--- config.mk ---
export PLATFORM = sky130hd
export DESIGN_NAME = sw_sram_arbiter_flat
export DESIGN_NICKNAME = d
export VERILOG_FILES = /design/src/rtl/sw_sram_arbiter_if.sv /design/src/rtl/sw_sram_arbiter.sv /design/src/flat_wrapper.sv
export SDC_FILE = /design/constraint.sdc
export NUM_CORES = 1
export LEC_CHECK = 0
export ABC_AREA = 1
export CAP_MARGIN = 20
export CORE_MARGIN = 2
export CORE_UTILIZATION = 40
export CTS_CLUSTER_SIZE = 25
export DETAILED_ROUTE_END_ITERATION = 6
export PLACE_DENSITY = 0.7
export SLEW_MARGIN = 20
export SYNTH_ARGS = -nofsm -noshare
export SYNTH_HDL_FRONTEND = slang
export SYNTH_SLANG_ARGS = --single-unit
--- constraint.sdc ---
create_clock -name clk -period 4.5 [get_ports clk]
set_clock_uncertainty 0.05 [all_clocks]
set_input_delay 0.45 -clock clk [delete_from_list [all_inputs] [get_ports clk]]
set_output_delay 0.45 -clock clk [all_outputs]
set_load 0.005 [all_outputs]
--- src/rtl/sw_sram_arbiter_if.sv ---
// sw_sram_arbiter_if: requester, SRAM and status signals of the sequence SRAM read-port arbiter
interface sw_sram_arbiter_if #(
    parameter int ADDR_W = 10,
    parameter int WORD_W = 32
);
    logic              req_t_i;
    logic [ADDR_W-1:0] addr_t_i;
    logic              gnt_t_o;
    logic [WORD_W-1:0] rdata_t_o;
    logic              rvalid_t_o;
    logic              req_q_i;
    logic [ADDR_W-1:0] addr_q_i;
    logic              gnt_q_o;
    logic [WORD_W-1:0] rdata_q_o;
    logic              rvalid_q_o;
    logic              sel_T_o;
    logic [ADDR_W-1:0] addr_o;
    logic              rd_en_o;
    logic [WORD_W-1:0] data_i;
    logic              busy_o;

    modport slave (
        input  req_t_i, addr_t_i, req_q_i, addr_q_i, data_i,
        output gnt_t_o, rdata_t_o, rvalid_t_o, gnt_q_o, rdata_q_o, rvalid_q_o,
        output sel_T_o, addr_o, rd_en_o, busy_o
    );

    modport master (
        output req_t_i, addr_t_i, req_q_i, addr_q_i, data_i,
        input  gnt_t_o, rdata_t_o, rvalid_t_o, gnt_q_o, rdata_q_o, rvalid_q_o,
        input  sel_T_o, addr_o, rd_en_o, busy_o
    );
endinterface

--- src/rtl/sw_sram_arbiter.sv ---
// sw_sram_arbiter: shares the sequence SRAM read port between the target and query fetchers
module sw_sram_arbiter #(
    parameter int ADDR_W    = 10,
    parameter int WORD_W    = 32,
    parameter int MAX_BURST = 8
) (
    input logic              clk,
    input logic              rst_n,
    sw_sram_arbiter_if.slave bus
);
    typedef enum logic [1:0] {IDLE, OWN_T, OWN_Q, SWITCH} state_t;
    localparam logic [7:0] CAP = 8'(MAX_BURST - 1);

    state_t            state, state_nxt;
    logic              rr, next_owner, next_owner_nxt;
    logic [7:0]        cnt;
    logic              req_x, req_y, gnt_t, gnt_q, acc;
    logic [ADDR_W-1:0] addr_sel, addr_r;
    logic              sel_t, rd_en, v2, t2, rvalid_t, rvalid_q;
    logic [WORD_W-1:0] rdata_t, rdata_q;

    always_comb begin
        state_nxt      = state;
        next_owner_nxt = next_owner;
        req_x          = (state == OWN_T) ? bus.req_t_i : bus.req_q_i;
        req_y          = (state == OWN_T) ? bus.req_q_i : bus.req_t_i;
        gnt_t          = (state == OWN_T) && bus.req_t_i;
        gnt_q          = (state == OWN_Q) && bus.req_q_i;
        acc            = gnt_t || gnt_q;
        addr_sel       = gnt_t ? bus.addr_t_i : bus.addr_q_i;
        case (state)
            IDLE: if (bus.req_t_i || bus.req_q_i)
                state_nxt = (bus.req_t_i && (rr || !bus.req_q_i)) ? OWN_T : OWN_Q;
            OWN_T, OWN_Q:
                // a held request at the cap only yields when the other side is waiting
                if (req_y && (!req_x || cnt == CAP)) begin
                    state_nxt      = SWITCH;
                    next_owner_nxt = (state == OWN_Q);
                end else if (!req_x) state_nxt = IDLE;
            default: state_nxt = next_owner ? OWN_T : OWN_Q;
        endcase
    end

    always_ff @(posedge clk or negedge rst_n) begin
        if (!rst_n) begin
            state      <= IDLE;
            rr         <= 1'b1;
            next_owner <= 1'b0;
            cnt        <= 8'd0;
            sel_t      <= 1'b0;
            addr_r     <= '0;
            rd_en      <= 1'b0;
            v2         <= 1'b0;
            t2         <= 1'b0;
            rvalid_t   <= 1'b0;
            rvalid_q   <= 1'b0;
            rdata_t    <= '0;
            rdata_q    <= '0;
        end else begin
            state      <= state_nxt;
            next_owner <= next_owner_nxt;
            if ((state == OWN_T || state == OWN_Q) && state_nxt != state) rr <= (state == OWN_Q);
            cnt        <= (state_nxt != state) ? 8'd0 : (acc && cnt != CAP) ? cnt + 8'd1 : cnt;
            rd_en      <= acc;
            if (acc) begin
                addr_r <= addr_sel;
                sel_t  <= gnt_t;
            end
            v2       <= rd_en;
            t2       <= sel_t;
            rvalid_t <= v2 && t2;
            rvalid_q <= v2 && !t2;
            if (v2 && t2) rdata_t <= bus.data_i;
            if (v2 && !t2) rdata_q <= bus.data_i;
        end
    end

    assign bus.gnt_t_o    = gnt_t;
    assign bus.gnt_q_o    = gnt_q;
    assign bus.sel_T_o    = sel_t;
    assign bus.addr_o     = addr_r;
    assign bus.rd_en_o    = rd_en;
    assign bus.rvalid_t_o = rvalid_t;
    assign bus.rvalid_q_o = rvalid_q;
    assign bus.rdata_t_o  = rdata_t;
    assign bus.rdata_q_o  = rdata_q;
    assign bus.busy_o     = (state != IDLE) || rd_en || v2;
endmodule

--- src/flat_wrapper.sv ---
// flat-port wrapper written by rule: the top's interface ports become plain ports
module sw_sram_arbiter_flat 
#(
    parameter int ADDR_W    = 10,
    parameter int WORD_W    = 32,
    parameter int MAX_BURST = 8
)
  (clk, rst_n, bus_req_t_i, bus_addr_t_i, bus_req_q_i, bus_addr_q_i, bus_data_i, bus_gnt_t_o, bus_rdata_t_o, bus_rvalid_t_o, bus_gnt_q_o, bus_rdata_q_o, bus_rvalid_q_o, bus_sel_T_o, bus_addr_o, bus_rd_en_o, bus_busy_o);
  sw_sram_arbiter_if #(.ADDR_W(ADDR_W), .WORD_W(WORD_W)) bus_i ();
  input logic clk;
  input logic rst_n;
  input wire logic [$bits(bus_i.req_t_i)-1:0] bus_req_t_i;
  input wire logic [$bits(bus_i.addr_t_i)-1:0] bus_addr_t_i;
  input wire logic [$bits(bus_i.req_q_i)-1:0] bus_req_q_i;
  input wire logic [$bits(bus_i.addr_q_i)-1:0] bus_addr_q_i;
  input wire logic [$bits(bus_i.data_i)-1:0] bus_data_i;
  output wire logic [$bits(bus_i.gnt_t_o)-1:0] bus_gnt_t_o;
  output wire logic [$bits(bus_i.rdata_t_o)-1:0] bus_rdata_t_o;
  output wire logic [$bits(bus_i.rvalid_t_o)-1:0] bus_rvalid_t_o;
  output wire logic [$bits(bus_i.gnt_q_o)-1:0] bus_gnt_q_o;
  output wire logic [$bits(bus_i.rdata_q_o)-1:0] bus_rdata_q_o;
  output wire logic [$bits(bus_i.rvalid_q_o)-1:0] bus_rvalid_q_o;
  output wire logic [$bits(bus_i.sel_T_o)-1:0] bus_sel_T_o;
  output wire logic [$bits(bus_i.addr_o)-1:0] bus_addr_o;
  output wire logic [$bits(bus_i.rd_en_o)-1:0] bus_rd_en_o;
  output wire logic [$bits(bus_i.busy_o)-1:0] bus_busy_o;
  assign bus_i.req_t_i = bus_req_t_i;
  assign bus_i.addr_t_i = bus_addr_t_i;
  assign bus_i.req_q_i = bus_req_q_i;
  assign bus_i.addr_q_i = bus_addr_q_i;
  assign bus_i.data_i = bus_data_i;
  assign bus_gnt_t_o = bus_i.gnt_t_o;
  assign bus_rdata_t_o = bus_i.rdata_t_o;
  assign bus_rvalid_t_o = bus_i.rvalid_t_o;
  assign bus_gnt_q_o = bus_i.gnt_q_o;
  assign bus_rdata_q_o = bus_i.rdata_q_o;
  assign bus_rvalid_q_o = bus_i.rvalid_q_o;
  assign bus_sel_T_o = bus_i.sel_T_o;
  assign bus_addr_o = bus_i.addr_o;
  assign bus_rd_en_o = bus_i.rd_en_o;
  assign bus_busy_o = bus_i.busy_o;
  sw_sram_arbiter #(.ADDR_W(ADDR_W), .WORD_W(WORD_W), .MAX_BURST(MAX_BURST)) u_core (.clk(clk), .rst_n(rst_n), .bus(bus_i));
endmodule
==> run summary, run 1 <==
max-capacitance violation count = 0
H-tree depth = 3
fillcell total = 822
DRT iter0 DRCs = 134
Worst Setup Path Type = flip-flop to primary output
number of flops mapped to enable cells by yosys = 0
antenna diode count = 0
total power divided by cell area = 646 nW/µm²
Finished Layout Cells = 694
relative slew slack = 39.4%
# Post-CTS Setup Buffers = 0
launching element type of the critical path = flip-flop
routed length per placed instance = 12.5 µm
vias per cell = 4.54
clock sink total = 92
crit path capture type = primary output
routed wire length = 8700 µm
total I/O pin count = 137
hold_buf cts = 0
class of the tightest hold or removal check = primary input to asynchronous set/reset pin
Port-buffer cells = 136
DP Cell Count = 678
Final setup violation count = 0
count of warnings emitted by yosys = 0
Lkg Pwr = 2.61 nW
distinct cell type count of the synthesized netlist = 21
proportion of synthesized chip area in sequential cells = 60.4%
status = finished, final reports clean
ranking of synthesized cells by area = sky130_fd_sc_hd__dfrtp_1, sky130_fd_sc_hd__nand2_1, sky130_fd_sc_hd__o21ai_0
antenna violations before repair = 0
layout-stage area growth over the synthesis result = 43.5%
GRT Overall Usage = 17.1%
via count of the first global-routing pass = 3064
first-pass GRT wire length = 14200 µm
number of remaining DRC errors = 0
total global routing overflow = 0
share of synthesized flip-flops with an asynchronous set or reset = 100%
highest clock frequency the design can meet = 0.369 GHz
synthesized cell area = 3810 µm²
library cell with the highest instance count after synthesis = sky130_fd_sc_hd__nand2_1
Total Neg Setup Slack = 0 ps
Top FF cell, synth = sky130_fd_sc_hd__dfrtp_1
number of instances resized during post-cts repair = 0
fraction of the cycle the final worst path needs = 60.3%
half-perimeter wire length of the detailed placement result = 6220 µm
most frequent cells after synthesis = sky130_fd_sc_hd__nand2_1, sky130_fd_sc_hd__dfrtp_1, sky130_fd_sc_hd__o21ai_0
unrepaired setup endpoints after global routing = false
via total after detailed routing = 3153
Max IR drop VDD = 0.000302 V
Synth Instances = 428
area share of the leading cell type in the synthesized netlist = 59.7%
arrival time at the worst endpoint = 2210 ps
Most Frequent Cell on Critical Path = sky130_fd_sc_hd__inv_1
flop and latch count out of synthesis = 92
crit path max-delay cell type = sky130_fd_sc_hd__clkdlybuf4s50_1
Reg2Reg Depth = 10
placeable core region = 9240 µm²
worst path cell trace = inv_1 > ha_1 > nand2_2 > inv_1 > clkdlybuf4s50_1
kind of cell adding the most delay to the critical path = buffers and inverters
number of buffers on the longest clock path = 2
critical path buffer and inverter count = 3
Routed Antenna Nets = 0
number of standard-cell rows in the floorplan = 35
clock-pin slew of the registers on the worst-case setup and hold paths = 100 ps
overall die height = 102 µm
leading area contributor after synthesis = sky130_fd_sc_hd__dfrtp_1
CTS root buffer = sky130_fd_sc_hd__clkbuf_8
TritonCTS clock tree = built
number of nets in the final layout = 621
Max Fanout on Critical Path = 14
Worst EP required = 4000 ps
die boundary width = 102 µm
clock latency of the later-clocked register in the worst-skew pair = 350 ps
max-slew violation count = 0
total nets after synthesis = 489
number of failing hold endpoints at the final stage = 0
ratio of cells with drive above 1 in the final layout = 5.49%
largest stage delay on the critical path = 570 ps
full die area = 10300 µm²
mean instance size in the synthesized netlist = 8.91 µm²
GP Congestion = 0.817
worst-margin pin slew = 908 ps
maximum number of pins on one net before global-route repair = 66
number of iterations in the first detailed-routing pass = 4
min Tclk post-route = 2710 ps
path length in cells of the critical path = 5
CTS buffer count = 9
initial core utilization = 41.3%
-- path summary, 6_finish.rpt --
path                                              startpoint                             endpoint  slack [ps]
worst min-delay path                                   rst_n  u_core.bus.rdata_t_o[1]$_DFFE_PN0P_          70
max in group asynchronous                              rst_n  u_core.bus.rdata_t_o[7]$_DFFE_PN0P_        3380
worst max-delay path               u_core.state[1]$_DFF_PN0_                          bus_gnt_t_o        1790
min in group clk                u_core.bus.rd_en_o$_DFF_PN0_                  u_core.v2$_DFF_PN0_         380
worst min register to register  u_core.bus.rd_en_o$_DFF_PN0_                  u_core.v2$_DFF_PN0_         380
worst max register to register     u_core.state[1]$_DFF_PN0_            u_core.cnt[4]$_DFFE_PN0P_        2360
-- metal layers --
layer / track usage (%) / vias up / wire length, µm
met5: 0 / - / 0
met4: 4.47 / 0 / 89
met3: 4.42 / 8 / 577
met2: 26.8 / 114 / 3950
met1: 23.9 / 1429 / 4090
li1: - / 1602 / -
-- power breakdown --
group	total [mW]	switching, mW	internal, mW
combinational	1.61	0.735	0.872
sequential	1.41	0.209	1.20
clock	0.518	0.295	0.223
-- metrics by stage --
step | hold slack (ps) | util, % | total power, mW | worst slack [ps] | cell area [µm²]
after floorplan | 104 | - | 2.10 | 2770 | 3810
after global placement | 367 | 57.2 | 3.01 | 1990 | 5280
after detailed placement | 358 | 57.2 | 3.06 | 1960 | 5280
after CTS | 99.8 | 59.2 | 3.58 | 1750 | 5470
after global routing | 119 | 59.2 | 3.85 | 1640 | 5470
final | 68.4 | 59.2 | 3.54 | 1790 | 5470
-- cells by family (layout without fill, tap and decap cells) --
logic type	Yosys count	after routing	share of synthesized area, %
XOR/XNOR	3	3	0.689
adder cells (fa/ha/maj)	5	5	1.64
buffers and inverters	73	210	7.18
multiplexers	1	1	0.295
AO/OA/AOI/OAI	90	90	11.9
AND/OR/NAND/NOR	164	164	17.9
flip-flops	92	92	60.4
-- layout make-up --
class                           instances  area [µm²]  area share [%]
Clock inverter                          5        43.8           0.800
Multi-Input combinational cell        263        1240            22.7
Clock buffer                           11         141            2.58
Inverter                               57         214            3.91
Tap cell                              129         161            2.95
Sequential cell                        92        2300            42.1
Timing Repair Buffer                  137        1370            25.0
-- layout by cell type (no fill, tap or decap), drive strengths merged, types with 7 or more instances in the layout --
| cell | instances |
|---|---|
| a21oi | 7 |
| nand2 | 120 |
| dfrtp | 91 |
| nor2 | 26 |
| clkdlybuf4s50 | 135 |
| nand3 | 10 |
| nor3 | 8 |
| o21ai | 83 |
| clkbuf | 11 |
| inv | 59 |
-- state kept, by name, indices dropped and copies added (netlist names), 2 cells and up --
name                  count
u_core.bus.rdata_t_o     32
u_core.bus.rdata_q_o     32
u_core.bus.addr_o        10
u_core.state              2
u_core.cnt                8
No activity file was read; power rests on OpenSTA's default activity.
==> run 2: changes to the inputs <==
==> constraint.sdc (replaced) <==
create_clock -name clk -period 2.85 [get_ports clk]
set_clock_uncertainty 0.05 [all_clocks]
set_input_delay 0.285 -clock clk [delete_from_list [all_inputs] [get_ports clk]]
set_output_delay 0.285 -clock clk [all_outputs]
set_load 0.005 [all_outputs]
==> run summary, run 2 (same netlist as run 1, synthesis figures left out) <==
max-capacitance violation count = 0 (unchanged)
number of iterations in the first detailed-routing pass = 4 (unchanged)
total power divided by cell area = 1030 nW/µm² (was 646 nW/µm²)
number of buffers on the longest clock path = 2 (unchanged)
full die area = 10300 µm² (unchanged)
CTS root buffer = sky130_fd_sc_hd__clkbuf_8 (unchanged)
instance area at placement = 5300 µm² (was 5280 µm²)
Total Neg Setup Slack = 0 ps (unchanged)
routed wire length = 9130 µm (was 8700 µm)
Port-buffer cells = 136 (unchanged)
arrival time at the worst endpoint = 2230 ps (was 2210 ps)
crit path capture type = primary output (unchanged)
launching element type of the critical path = flip-flop (unchanged)
WL met2 = 4270 µm (was 3950 µm)
final standard cell area without fillers = 5520 µm² (was 5470 µm²)
power after layout = 5.69 mW (was 3.54 mW)
GRT Overall Usage = 18.1% (was 17.1%)
Lkg Pwr = 2.62 nW (was 2.61 nW)
vias per cell = 4.55 (was 4.54)
TritonCTS clock tree = built (unchanged)
clock latency of the later-clocked register in the worst-skew pair = 350 ps (about the same)
initial core utilization = 41.3% (unchanged)
routed length per placed instance = 13.1 µm (was 12.5 µm)
max-slew violation count = 0 (unchanged)
first-pass GRT wire length = 14900 µm (was 14200 µm)
length of routed wiring on met1 = 4250 µm (was 4090 µm)
via total after detailed routing = 3164 (was 3153)
relative slew slack = 39.3% (was 39.4%)
maximum number of pins on one net before global-route repair = 66 (unchanged)
overall die height = 102 µm (unchanged)
Final setup violation count = 0 (unchanged)
number of failing hold endpoints at the final stage = 0 (unchanged)
CTS buffer count = 9 (unchanged)
highest clock frequency the design can meet = 0.389 GHz
unrepaired setup endpoints after global routing = false (unchanged)
Worst Setup Path Type = flip-flop to primary output (unchanged)
ratio of cells with drive above 1 in the final layout = 5.82% (was 5.49%)
layout-stage area growth over the synthesis result = 44.7% (was 43.5%)
Max IR drop VDD = 0.000445 V (was 0.000302 V)
antenna diode count = 0 (unchanged)
H-tree depth = 3 (unchanged)
Flop pwr share = 39.1% (was 39.9%)
via count of the first global-routing pass = 3167 (was 3064)
min Tclk post-route = 2570 ps
class of the tightest hold or removal check = flip-flop to flip-flop (was primary input to asynchronous set/reset pin)
total net switching power = 1.98 mW (was 1.24 mW)
Routed Antenna Nets = 0 (unchanged)
total I/O pin count = 137 (unchanged)
GP Congestion = 0.855 (was 0.817)
WL met3 = 524 µm (was 577 µm)
die boundary width = 102 µm (unchanged)
Max Fanout on Critical Path = 14 (unchanged)
most common cell after layout, fill and taps aside = sky130_fd_sc_hd__clkdlybuf4s50_1 (unchanged)
antenna violations before repair = 0 (unchanged)
half-perimeter wire length of the detailed placement result = 6500 µm (was 6220 µm)
Worst EP required = 2520 ps (was 4000 ps)
status = finished, final reports clean (unchanged)
number of nets in the final layout = 623 (was 621)
uppermost layer routed = met4 (unchanged)
clock network fraction of total power = 16.0% (was 14.6%)
Worst Slack Setup Final = 282 ps (was 1790 ps)
switch share = 34.9% (was 35.0%)
worst-margin pin slew = 909 ps (was 908 ps)
DRT iter0 DRCs = 127 (was 134)
number of remaining DRC errors = 0 (unchanged)
commonest cells after routing, fill and taps aside = sky130_fd_sc_hd__clkdlybuf4s50_1, sky130_fd_sc_hd__nand2_1, sky130_fd_sc_hd__dfrtp_1, sky130_fd_sc_hd__o21ai_0, sky130_fd_sc_hd__inv_1 (unchanged)
clock sink total = 92 (unchanged)
clock-pin slew of the registers on the worst-case setup and hold paths = 90 ps (was 100 ps)
fraction of the cycle the final worst path needs = 90.1%
pre-CTS setup slack = 631 ps (was 1960 ps)
placeable core region = 9240 µm² (unchanged)
share of total power in combinational logic = 44.9% (was 45.4%)
fillcell total = 812 (was 822)
total global routing overflow = 0 (unchanged)
internal power contribution = 3.70 mW (was 2.30 mW)
number of standard-cell rows in the floorplan = 35 (unchanged)
==> run 2: cell type report <==
class	count	area (µm²)	area share (%)
clock buffer	9	124	2.24
tap	129	161	2.93
timing repair buffer	139	1400	25.3
multi-input combinational	263	1240	22.4
inverter	57	214	3.88
clock inverter	7	80.1	1.45
sequential	92	2300	41.7
==> run 2: per-layer routing <==
layer	vias to the layer above	GRT usage [%]
li1	1606	-
met1	1453	24.7
met2	98	29.1
met3	7	4.62
met4	0	4.78
met5	-	0
==> run 2: path summary, 6_finish.rpt <==
path                                                start                                   end  slack, ps  depth (start not counted)
min in group asynchronous                           rst_n   u_core.bus.rdata_t_o[1]$_DFFE_PN0P_        470                          2
hold / removal             u_core.bus.sel_T_o$_DFFE_PN0N_                   u_core.t2$_DFF_PN0_        390                          0
hold reg to reg            u_core.bus.sel_T_o$_DFFE_PN0N_                   u_core.t2$_DFF_PN0_        390                          0
setup reg to reg                u_core.state[1]$_DFF_PN0_             u_core.cnt[4]$_DFFE_PN0P_        680                         10
setup / recovery                u_core.state[1]$_DFF_PN0_                           bus_gnt_t_o        280                          5
max in group asynchronous                           rst_n  u_core.bus.rdata_t_o[14]$_DFFE_PN0P_       1600                          3
==> run 2: metrics by stage <==
stage	hold slack [ps]	std cells	utilization [%]
floorplan	-60.6	428	-
global placement	352	679	57.4
detailed placement	356	679	57.4
CTS	389	696	59.7
global route	410	696	59.7
finish	388	696	59.7
==> run 2: timing repair <==
| item | CTS | global route |
|---|---|---|
| hold buffers | 1 | 0 |
| buffers inserted | 0 | 0 |
| resized for setup | 0 | 0 |
| hold endpoints to repair | 57 | 0 |
==> run 2: critical path: stages, from the launching register on <==
cell                              delay, ps
sky130_fd_sc_hd__dfrtp_1                450
sky130_fd_sc_hd__inv_1                  140
sky130_fd_sc_hd__ha_1                   240
sky130_fd_sc_hd__nand2_2                190
sky130_fd_sc_hd__inv_1                  300
sky130_fd_sc_hd__clkdlybuf4s50_1        570
==> run 2: power by group through the flow <==
stage	combinational, mW	clock, mW	sequential (mW)
4_1_cts	2.60	0.935	2.23
3_3_place_gp	2.52	0	2.23
3_5_place_dp	2.59	0	2.25
6_report	2.55	0.909	2.22
5_1_grt	2.88	1.00	2.30
2_1_floorplan	1.05	0	2.26
